===== config.mk =====
export PLATFORM = sky130hd
export DESIGN_NAME = bpu_bht_btb_flat
export DESIGN_NICKNAME = d
export VERILOG_FILES = /design/src/rtl/bpu_bht_btb_if.sv /design/src/rtl/bpu_bht_btb.sv /design/src/flat_wrapper.sv
export SDC_FILE = /design/constraint.sdc
export NUM_CORES = 2
export LEC_CHECK = 0
export CAP_MARGIN = 20
export CORE_UTILIZATION = 55
export DETAILED_ROUTE_END_ITERATION = 6
export PLACE_DENSITY = 0.71
export SETUP_SLACK_MARGIN = 0.15
export SLEW_MARGIN = 10
export SYNTH_ARGS = -nofsm -noshare
export SYNTH_HDL_FRONTEND = slang
export SYNTH_SLANG_ARGS = --single-unit

===== constraint.sdc =====
create_clock -name clk -period 6.3 [get_ports clk]
set_input_delay 0.63 -clock clk [delete_from_list [all_inputs] [get_ports clk]]
set_output_delay 0.63 -clock clk [all_outputs]
set_load 0.03 [all_outputs]

===== src/rtl/bpu_bht_btb_if.sv =====
// Lookup and training bus between fetch/EX and the bpu_bht_btb branch predictor.
// The master side drives the PCs and resolved outcomes, and the predictor answers on the slave side.
interface bpu_bht_btb_if #(
    parameter int AW = 32
);
    logic [AW-1:0] lkp_pc_i;
    logic          lkp_hit_o;
    logic          lkp_taken_o;
    logic [AW-1:0] lkp_target_o;
    logic          upd_en_i;
    logic [AW-1:0] upd_pc_i;
    logic          upd_taken_i;
    logic [AW-1:0] upd_target_i;
    logic          busy_o;

    modport master (
        output lkp_pc_i, upd_en_i, upd_pc_i, upd_taken_i, upd_target_i,
        input  lkp_hit_o, lkp_taken_o, lkp_target_o, busy_o
    );

    modport slave (
        input  lkp_pc_i, upd_en_i, upd_pc_i, upd_taken_i, upd_target_i,
        output lkp_hit_o, lkp_taken_o, lkp_target_o, busy_o
    );
endinterface


===== src/rtl/bpu_bht_btb.sv =====
// Direct-mapped BHT/BTB with a combinational lookup, EX-stage training and an INIT sweep after reset.
// Optional feature: define BPU_GHR_EN to XOR a global history register into the table index.
module bpu_bht_btb #(
    parameter int AW      = 32,
    parameter int ENTRIES = 64,
    parameter int TAG_W   = 8,
    parameter int CNT_W   = 2,
    parameter int GHR_W   = 6
) (
    input  logic           clk,
    input  logic           rst,
    bpu_bht_btb_if.slave   bus
);
    localparam int IDX_W = $clog2(ENTRIES);
    localparam logic [CNT_W-1:0] CNT_MAX = '1;
    localparam logic [CNT_W-1:0] CNT_WNT = CNT_MAX >> 1;
    localparam logic [CNT_W-1:0] CNT_WT  = CNT_WNT + CNT_W'(1);

    typedef enum logic {ST_INIT, ST_RUN} state_t;

    typedef struct packed {
        logic             valid;
        logic [TAG_W-1:0] tag;
        logic [CNT_W-1:0] cnt;
        logic [AW-1:0]    tgt;
    } entry_t;

    entry_t           bht_q [ENTRIES];
    state_t           state_q, state_d;
    logic [IDX_W-1:0] sweep_q, sweep_d;
    logic [IDX_W-1:0] lkp_idx, upd_idx, wr_idx;
    logic [TAG_W-1:0] lkp_tag, upd_tag;
    entry_t           lkp_e, upd_e, wr_e;
    logic             wr_en, upd_hit, run;
    logic             unused_pc_bits;

    assign run     = (state_q == ST_RUN);
    assign lkp_tag = bus.lkp_pc_i[2+IDX_W +: TAG_W];
    assign upd_tag = bus.upd_pc_i[2+IDX_W +: TAG_W];
    assign unused_pc_bits = ^{bus.lkp_pc_i, bus.upd_pc_i};

`ifdef BPU_GHR_EN
    logic [GHR_W-1:0] ghr_q;

    assign lkp_idx = bus.lkp_pc_i[2 +: IDX_W] ^ IDX_W'(ghr_q);
    assign upd_idx = bus.upd_pc_i[2 +: IDX_W] ^ IDX_W'(ghr_q);

    // History shifts in every resolved outcome seen in RUN and restarts from zero on every INIT.
    always_ff @(posedge clk or posedge rst) begin
        if (rst) begin
            ghr_q <= '0;
        end else if (state_q == ST_INIT) begin
            ghr_q <= '0;
        end else if (bus.upd_en_i) begin
            ghr_q <= (ghr_q << 1) | GHR_W'(bus.upd_taken_i);
        end
    end
`else
    localparam int unused_ghr_w = GHR_W;

    assign lkp_idx = bus.lkp_pc_i[2 +: IDX_W];
    assign upd_idx = bus.upd_pc_i[2 +: IDX_W];
`endif

    // The table contents are untrustworthy until the sweep finishes, so nothing hits outside RUN.
    assign lkp_e            = bht_q[lkp_idx];
    assign bus.lkp_hit_o    = run & lkp_e.valid & (lkp_e.tag == lkp_tag);
    assign bus.lkp_taken_o  = bus.lkp_hit_o & lkp_e.cnt[CNT_W-1];
    assign bus.lkp_target_o = bus.lkp_taken_o ? lkp_e.tgt : bus.lkp_pc_i + AW'(4);
    assign bus.busy_o       = (state_q == ST_INIT);

    assign upd_e   = bht_q[upd_idx];
    assign upd_hit = upd_e.valid & (upd_e.tag == upd_tag);

    always_ff @(posedge clk or posedge rst) begin
        if (rst) begin
            state_q <= ST_INIT;
            sweep_q <= '0;
        end else begin
            state_q <= state_d;
            sweep_q <= sweep_d;
        end
    end

    always_comb begin
        state_d = state_q;
        sweep_d = sweep_q;
        case (state_q)
            ST_INIT: begin
                sweep_d = sweep_q + IDX_W'(1);
                if (sweep_q == IDX_W'(ENTRIES - 1)) begin
                    state_d = ST_RUN;
                end
            end
            default: ;
        endcase
    end

    // One write port: the INIT sweep owns it, otherwise a resolved branch may train one entry.
    always_comb begin
        wr_en  = 1'b0;
        wr_idx = upd_idx;
        wr_e   = upd_e;
        if (state_q == ST_INIT) begin
            wr_en  = 1'b1;
            wr_idx = sweep_q;
            wr_e   = '0;
            wr_e.cnt = CNT_WNT;
        end else if (bus.upd_en_i) begin
            if (upd_hit) begin
                wr_en = 1'b1;
                if (bus.upd_taken_i) begin
                    wr_e.cnt = (upd_e.cnt == CNT_MAX) ? upd_e.cnt : upd_e.cnt + CNT_W'(1);
                    wr_e.tgt = bus.upd_target_i;
                end else begin
                    wr_e.cnt = (upd_e.cnt == '0) ? upd_e.cnt : upd_e.cnt - CNT_W'(1);
                end
            end else if (bus.upd_taken_i) begin
                wr_en      = 1'b1;
                wr_e.valid = 1'b1;
                wr_e.tag   = upd_tag;
                wr_e.cnt   = CNT_WT;
                wr_e.tgt   = bus.upd_target_i;
            end
        end
    end

    always_ff @(posedge clk) begin
        if (wr_en) begin
            bht_q[wr_idx] <= wr_e;
        end
    end
endmodule


===== src/flat_wrapper.sv =====
// flat-port wrapper written by rule: the top's interface ports become plain ports
module bpu_bht_btb_flat 
#(
    parameter int AW      = 32,
    parameter int ENTRIES = 64,
    parameter int TAG_W   = 8,
    parameter int CNT_W   = 2,
    parameter int GHR_W   = 6
)
  (clk, rst, bus_lkp_pc_i, bus_upd_en_i, bus_upd_pc_i, bus_upd_taken_i, bus_upd_target_i, bus_lkp_hit_o, bus_lkp_taken_o, bus_lkp_target_o, bus_busy_o);
  bpu_bht_btb_if #(.AW(AW)) bus_i ();
  input  logic clk;
  input  logic rst;
  input wire logic [$bits(bus_i.lkp_pc_i)-1:0] bus_lkp_pc_i;
  input wire logic [$bits(bus_i.upd_en_i)-1:0] bus_upd_en_i;
  input wire logic [$bits(bus_i.upd_pc_i)-1:0] bus_upd_pc_i;
  input wire logic [$bits(bus_i.upd_taken_i)-1:0] bus_upd_taken_i;
  input wire logic [$bits(bus_i.upd_target_i)-1:0] bus_upd_target_i;
  output wire logic [$bits(bus_i.lkp_hit_o)-1:0] bus_lkp_hit_o;
  output wire logic [$bits(bus_i.lkp_taken_o)-1:0] bus_lkp_taken_o;
  output wire logic [$bits(bus_i.lkp_target_o)-1:0] bus_lkp_target_o;
  output wire logic [$bits(bus_i.busy_o)-1:0] bus_busy_o;
  assign bus_i.lkp_pc_i = bus_lkp_pc_i;
  assign bus_i.upd_en_i = bus_upd_en_i;
  assign bus_i.upd_pc_i = bus_upd_pc_i;
  assign bus_i.upd_taken_i = bus_upd_taken_i;
  assign bus_i.upd_target_i = bus_upd_target_i;
  assign bus_lkp_hit_o = bus_i.lkp_hit_o;
  assign bus_lkp_taken_o = bus_i.lkp_taken_o;
  assign bus_lkp_target_o = bus_i.lkp_target_o;
  assign bus_busy_o = bus_i.busy_o;
  bpu_bht_btb #(.AW(AW), .ENTRIES(ENTRIES), .TAG_W(TAG_W), .CNT_W(CNT_W), .GHR_W(GHR_W)) u_core (.clk(clk), .rst(rst), .bus(bus_i));
endmodule

# After elaboration in Yosys (flattened, before gate mapping)
# Memory sizes are Yosys's and may differ from the RTL's.
# Cells that the tools add are included.
[word_totals]
word_cells = 36
out_inout_bits = 35
input_bits = 100
ram_bits = 2752
reg_bits = 7
memories = 1
[memory_table]
columns = ["memory", "depth", "width", "read_ports", "rd_ports_with_merged_regs", "write_ports", "line_no", "source"]
rows = [
  ["u_core.bht_q", 64, 43, 2, 0, 1, "bpu_bht_btb.sv:28", "entry_t bht_q [ENTRIES];"],
]
[classes]
n_eq_ne = 4
bitwise = 5
add_sub_neg = 4
muxes = 19
n_reduce_logical = 1
[op_table]
columns = ["operator", "count"]
rows = [
  ["43-bit two-way mux", 3],
  ["32-bit two-way mux", 2],
  ["34-bit two-way mux", 1],
  ["32-bit by 3-bit adder with 32-bit output (second input constant)", 1],
  ["8-bit == test", 2],
  ["9-bit two-way mux", 1],
  ["1-bit two-way mux", 8],
  ["6-bit by 1-bit adder with 6-bit output (second input constant)", 1],
  ["6-bit == test (second input constant)", 1],
  ["2-bit two-way mux", 3],
  ["6-bit two-way mux", 1],
  ["1-bit bitwise AND", 4],
  ["2-bit by 1-bit adder with 2-bit output (second input constant)", 1],
  ["2-bit == test (second input constant)", 1],
  ["2-bit zero test", 1],
  ["2-bit by 1-bit subtractor with 2-bit output (second input constant)", 1],
  ["1-bit NOT", 1],
]

# Depth between registers and ports, before layout
# An unclocked memory read counts as a cell.
[depth]
ltp_word = 8
depth_mapped = 17
ltp_nobuf = 9

# Least setup slack after synthesis
# No wires, ideal clock.
[synth_path]
kind = "input to register"
start = "in bus_upd_pc_i[3]"
end = "mem u_core.bht_q[0][34] (netlist name), data pin"
required_time_ps = 5579
setup_ps = 721
n_path_buf = 4
path_slack_ps = -110
stages = 13
arrival_time_ps = 5689
path_cell_list = "buf_2 -> buf_2 -> buf_2 -> mux4_2 -> mux4_2 -> a22oi_1 -> o21ai_0 -> xor2_1 -> a21oi_1 -> and4_1 -> buf_2 -> nor3_1 -> a211oi_1"
[synth_lines]
columns = ["element", "line_no", "source"]
rows = [
  ["from (decl)", "flat_wrapper.sv:16", "input wire logic [$bits(bus_i.upd_pc_i)-1:0] bus_upd_pc_i;"],
  ["to (decl)", "bpu_bht_btb.sv:28", ""],
]

# Worst setup path in the final report
[layout_path]
start = "in bus_lkp_pc_i[3]"
end = "out bus_lkp_target_o[31]"
[layout_between]
elab_chain_cells = 5
word_cells_on_any_way = 7
cone_classes = "add/sub: 1; eq/ne: 1; mux: 1; bitwise: 3; memory: 1"
[layout_lines]
columns = ["element", "line_no", "source"]
rows = [
  ["from (decl)", "flat_wrapper.sv:14", "input wire logic [$bits(bus_i.lkp_pc_i)-1:0] bus_lkp_pc_i;"],
  ["memory 64 x 43 bit", "-", ""],
  ["8-bit == test / 1-bit bitwise AND (equally long branches)", "bpu_bht_btb.sv:67", "assign bus.lkp_hit_o = run & lkp_e.valid & (lkp_e.tag == lkp_tag);"],
  ["1-bit bitwise AND", "bpu_bht_btb.sv:67", ""],
  ["1-bit bitwise AND", "bpu_bht_btb.sv:68", "assign bus.lkp_taken_o = bus.lkp_hit_o & lkp_e.cnt[CNT_W-1];"],
  ["32-bit two-way mux (*)", "bpu_bht_btb.sv:69", "assign bus.lkp_target_o = bus.lkp_taken_o ? lkp_e.tgt : bus.lkp_pc_i + AW'(4);"],
  ["to (decl)", "flat_wrapper.sv:21", "output wire logic [$bits(bus_i.lkp_target_o)-1:0] bus_lkp_target_o;"],
]
# Mark *: on every way between the ends. The rest lies on a longest branch, timed or not.

==> flow_metrics.tcl <==
set metrics [dict create \
    swShare_pct 21.3 \
    power_frac_comb_pct 4.9 \
    netlist.area_leader.share_pct 64.2 \
    cts_tree "done" \
    drive_gt1_share_pct 40.6 \
    drc_errors 0 \
    dpl.hpwl_mm 241 \
    yosysSeqAreaShare_pct 64.3 \
    seqPwrFrac_pct 51.2 \
    grt_setup_unrepaired "no" \
    start_util_pct 55.3 \
    synth_top_cell_by_area "edfxtp_1" \
    worstSetupEndpointType "output pin" \
    synth-edff-count 2752 \
    cts_setup_buffers 0 \
    firstDrtPassIters 6 \
    period_minus_slack_ns 5.77 \
    slew_viol_final 0 \
    clkTransAtPathRegs_ns 0.06 \
    rows 177 \
    required_ns 5.67 \
    synth_area_leaders "edfxtp_1 (64%), mux4_2 (28%), mux2i_1 (1.5%)" \
    skew_ns 0.0621 \
    outcome "complete, no violations" \
    gp_congestion 0.876 \
    vias 73300 \
    power.share.clock_pct 43.9 \
    worstSetupPathType "input port to output pin" \
    grt_pass1_wl_mm 577 \
    ys.flop_type "edfxtp_1" \
    core_sq_um 233000 \
    synth_async_sr_flop_share_pct 0.254 \
    synthesis.nets 5977 \
    track_usage_pct 35.8 \
    drtAntennaViolNets 0 \
    grt_overflow 0 \
    hold_viol 0 \
    syn-instance-count 5875 \
    antenna_found_initial 12 \
    switchingPower_uw 8270 \
    drtIter0Drc 12100 \
    final_cell_mix "edfxtp_1 (2752), mux4_2 (1616), clkbuf_16 (307)" \
    clock-root-buffer "clkbuf_16" \
    pin_count 135 \
    ys_warn_count 0 \
    nets 6315 \
    cts_buffers 301 \
    syn2layout_area_growth_pct 14.3 \
    p_int_uw 30500 \
    routed_wl_mm 417 \
    finalCritPeriodShare_pct 91.6 \
    dp_slack_ns 0.700 \
    clock_sinks 2759 \
    max_freq_mhz 173 \
    post_cts_resized 0 \
    leakage_uw 0.0402 \
    start_kind "input port" \
    first_global_vias 73200 \
    port_buffers 116 \
    hp-class "input port to async pin" \
    grt_max_degree 144 \
    clockBufferDepth 4 \
    via_per_inst 7.66 \
    synth-seq-cells 2759 \
    wl_per_cell_um 43.6 \
    tightest_slew_ns 1.16 \
    setup_viol 0 \
    total_power_uw 38800 \
    hold_buffers 0 \
    rrSetupSlack_ns 1.51 \
    die_area_sq_um 236000 \
    setup_tns_ns 0 \
    netlist_area_sq_um 129000 \
    maxCapViolCount 0 \
    die_h_um 486 \
    max_slew_margin_pct 22.4 \
    htree_num_levels 5 \
    syn_avg_cell_area_sq_um 21.9 \
    p_per_area_nw_per_um2 264 \
    layout_commonest_cell "edfxtp_1" \
    die_w_um 486 \
    cp.arrival_ns 5.14 \
    peakVddDrop_uv 278 \
    postLayoutSetupSlackWorst_ns 0.531 \
    crit_path_max_fanout 83 \
    clock_latency_ns 0.95 \
    synth_cell_types 80 \
]
-- metal layers --
metal,GRT usage (%),up-vias,wire length [um]
li1,-,26800,-
met1,48.5,39200,143000
met2,52.3,6093,188000
met3,10.6,1173,58900
met4,19.9,16,26900
met5,0.265,-,189
-- final timing paths --
kind / from / endpoint / cells past startpoint
max: bus_lkp_pc_i[3] / bus_lkp_target_o[31] / 12
min reg2reg: u_core.sweep_q[4] / u_core.sweep_q[4] / 1
min: rst / u_core.sweep_q[1] / 2
max reg2reg: u_core.bht_q[36][37] / u_core.bht_q[52][11] / 13
min in group clk: u_core.sweep_q[4] / u_core.sweep_q[4] / 1
max in group asynchronous: rst / u_core.run / 2
-- cells in the mapped netlist (28+ instances only) --
master,n
nand3_1,36
mux4_2,1616
nor2_1,123
buf_2,165
mux2i_1,195
edfxtp_1,2752
buf_6,34
xnor2_1,30
a22oi_1,55
mux2_4,28
nand2_1,186
buf_1,33
clkbuf_1,155
a21oi_1,57
buf_4,70
-- final cells by class --
cell class | count | area (sq um)
well taps | 3132 | 3920
repair buffers | 495 | 6630
flip-flops and latches | 2759 | 82800
clock inverters | 157 | 1400
inverters | 14 | 75.1
clock buffers | 354 | 7880
multi-input cells | 2642 | 44400
fillers | 15200 | 85600
diodes | 10 | 25.0
-- registers in the layout (all words and copies together) (netlist names) --
| name | count |
|---|---|
| u_core.run | 1 |
| u_core.sweep_q | 6 |
| u_core.bht_q | 2752 |
-- stage by stage --
| step | instance area [sq um] | cells | hold WS [ns] | util (%) |
|---|---|---|---|---|
| detailed placement | 138000 | 9041 | 0.524 | 59.2 |
| global placement | 138000 | 9040 | 0.508 | 59.2 |
| floorplan | 129000 | 5875 | 0.433 | - |
| CTS | 147000 | 9552 | 0.221 | 63.2 |
| global route | 147000 | 9555 | 0.268 | 63.2 |
| finish | 147000 | 9563 | 0.283 | 63.2 |
-- cells by family (layout without fill, tap and decap cells) --
group,count (synthesis),in the layout,synth area share (%)
flip-flops,2759,2759,64.3
multiplexers,1857,1857,30.3
AND/OR/NAND/NOR,490,490,1.78
buffers and inverters,474,1020,1.97
AO/OA/AOI/OAI,249,249,1.36
XOR/XNOR,44,44,0.299
adder cells (fa/ha/maj),2,2,0.0194
other,0,10,0
-- worst max-delay path, stage by stage --
cell     delay [ns]
buf_8          0.62
mux4_2         0.61
mux2_2         0.28
and3_1         0.18
nor4_1         0.38
a31oi_1        0.11
xnor2_1        0.54
nand4_1        0.25
and3b_4        0.52
buf_12         0.27
mux2_2         0.38
buf_4          0.17
-- power groups by stage --
stage / Sequential (uW) / Combinational [uW] / Clock [uW]
after global placement: 20300 / 1890 / 0
after floorplan: 20300 / 1260 / 0
final: 19900 / 1900 / 17000
after global routing: 19900 / 1960 / 17800
after detailed placement: 20300 / 1890 / 0
after CTS: 19900 / 1900 / 17100
Power figures use the tool's default switching activity.
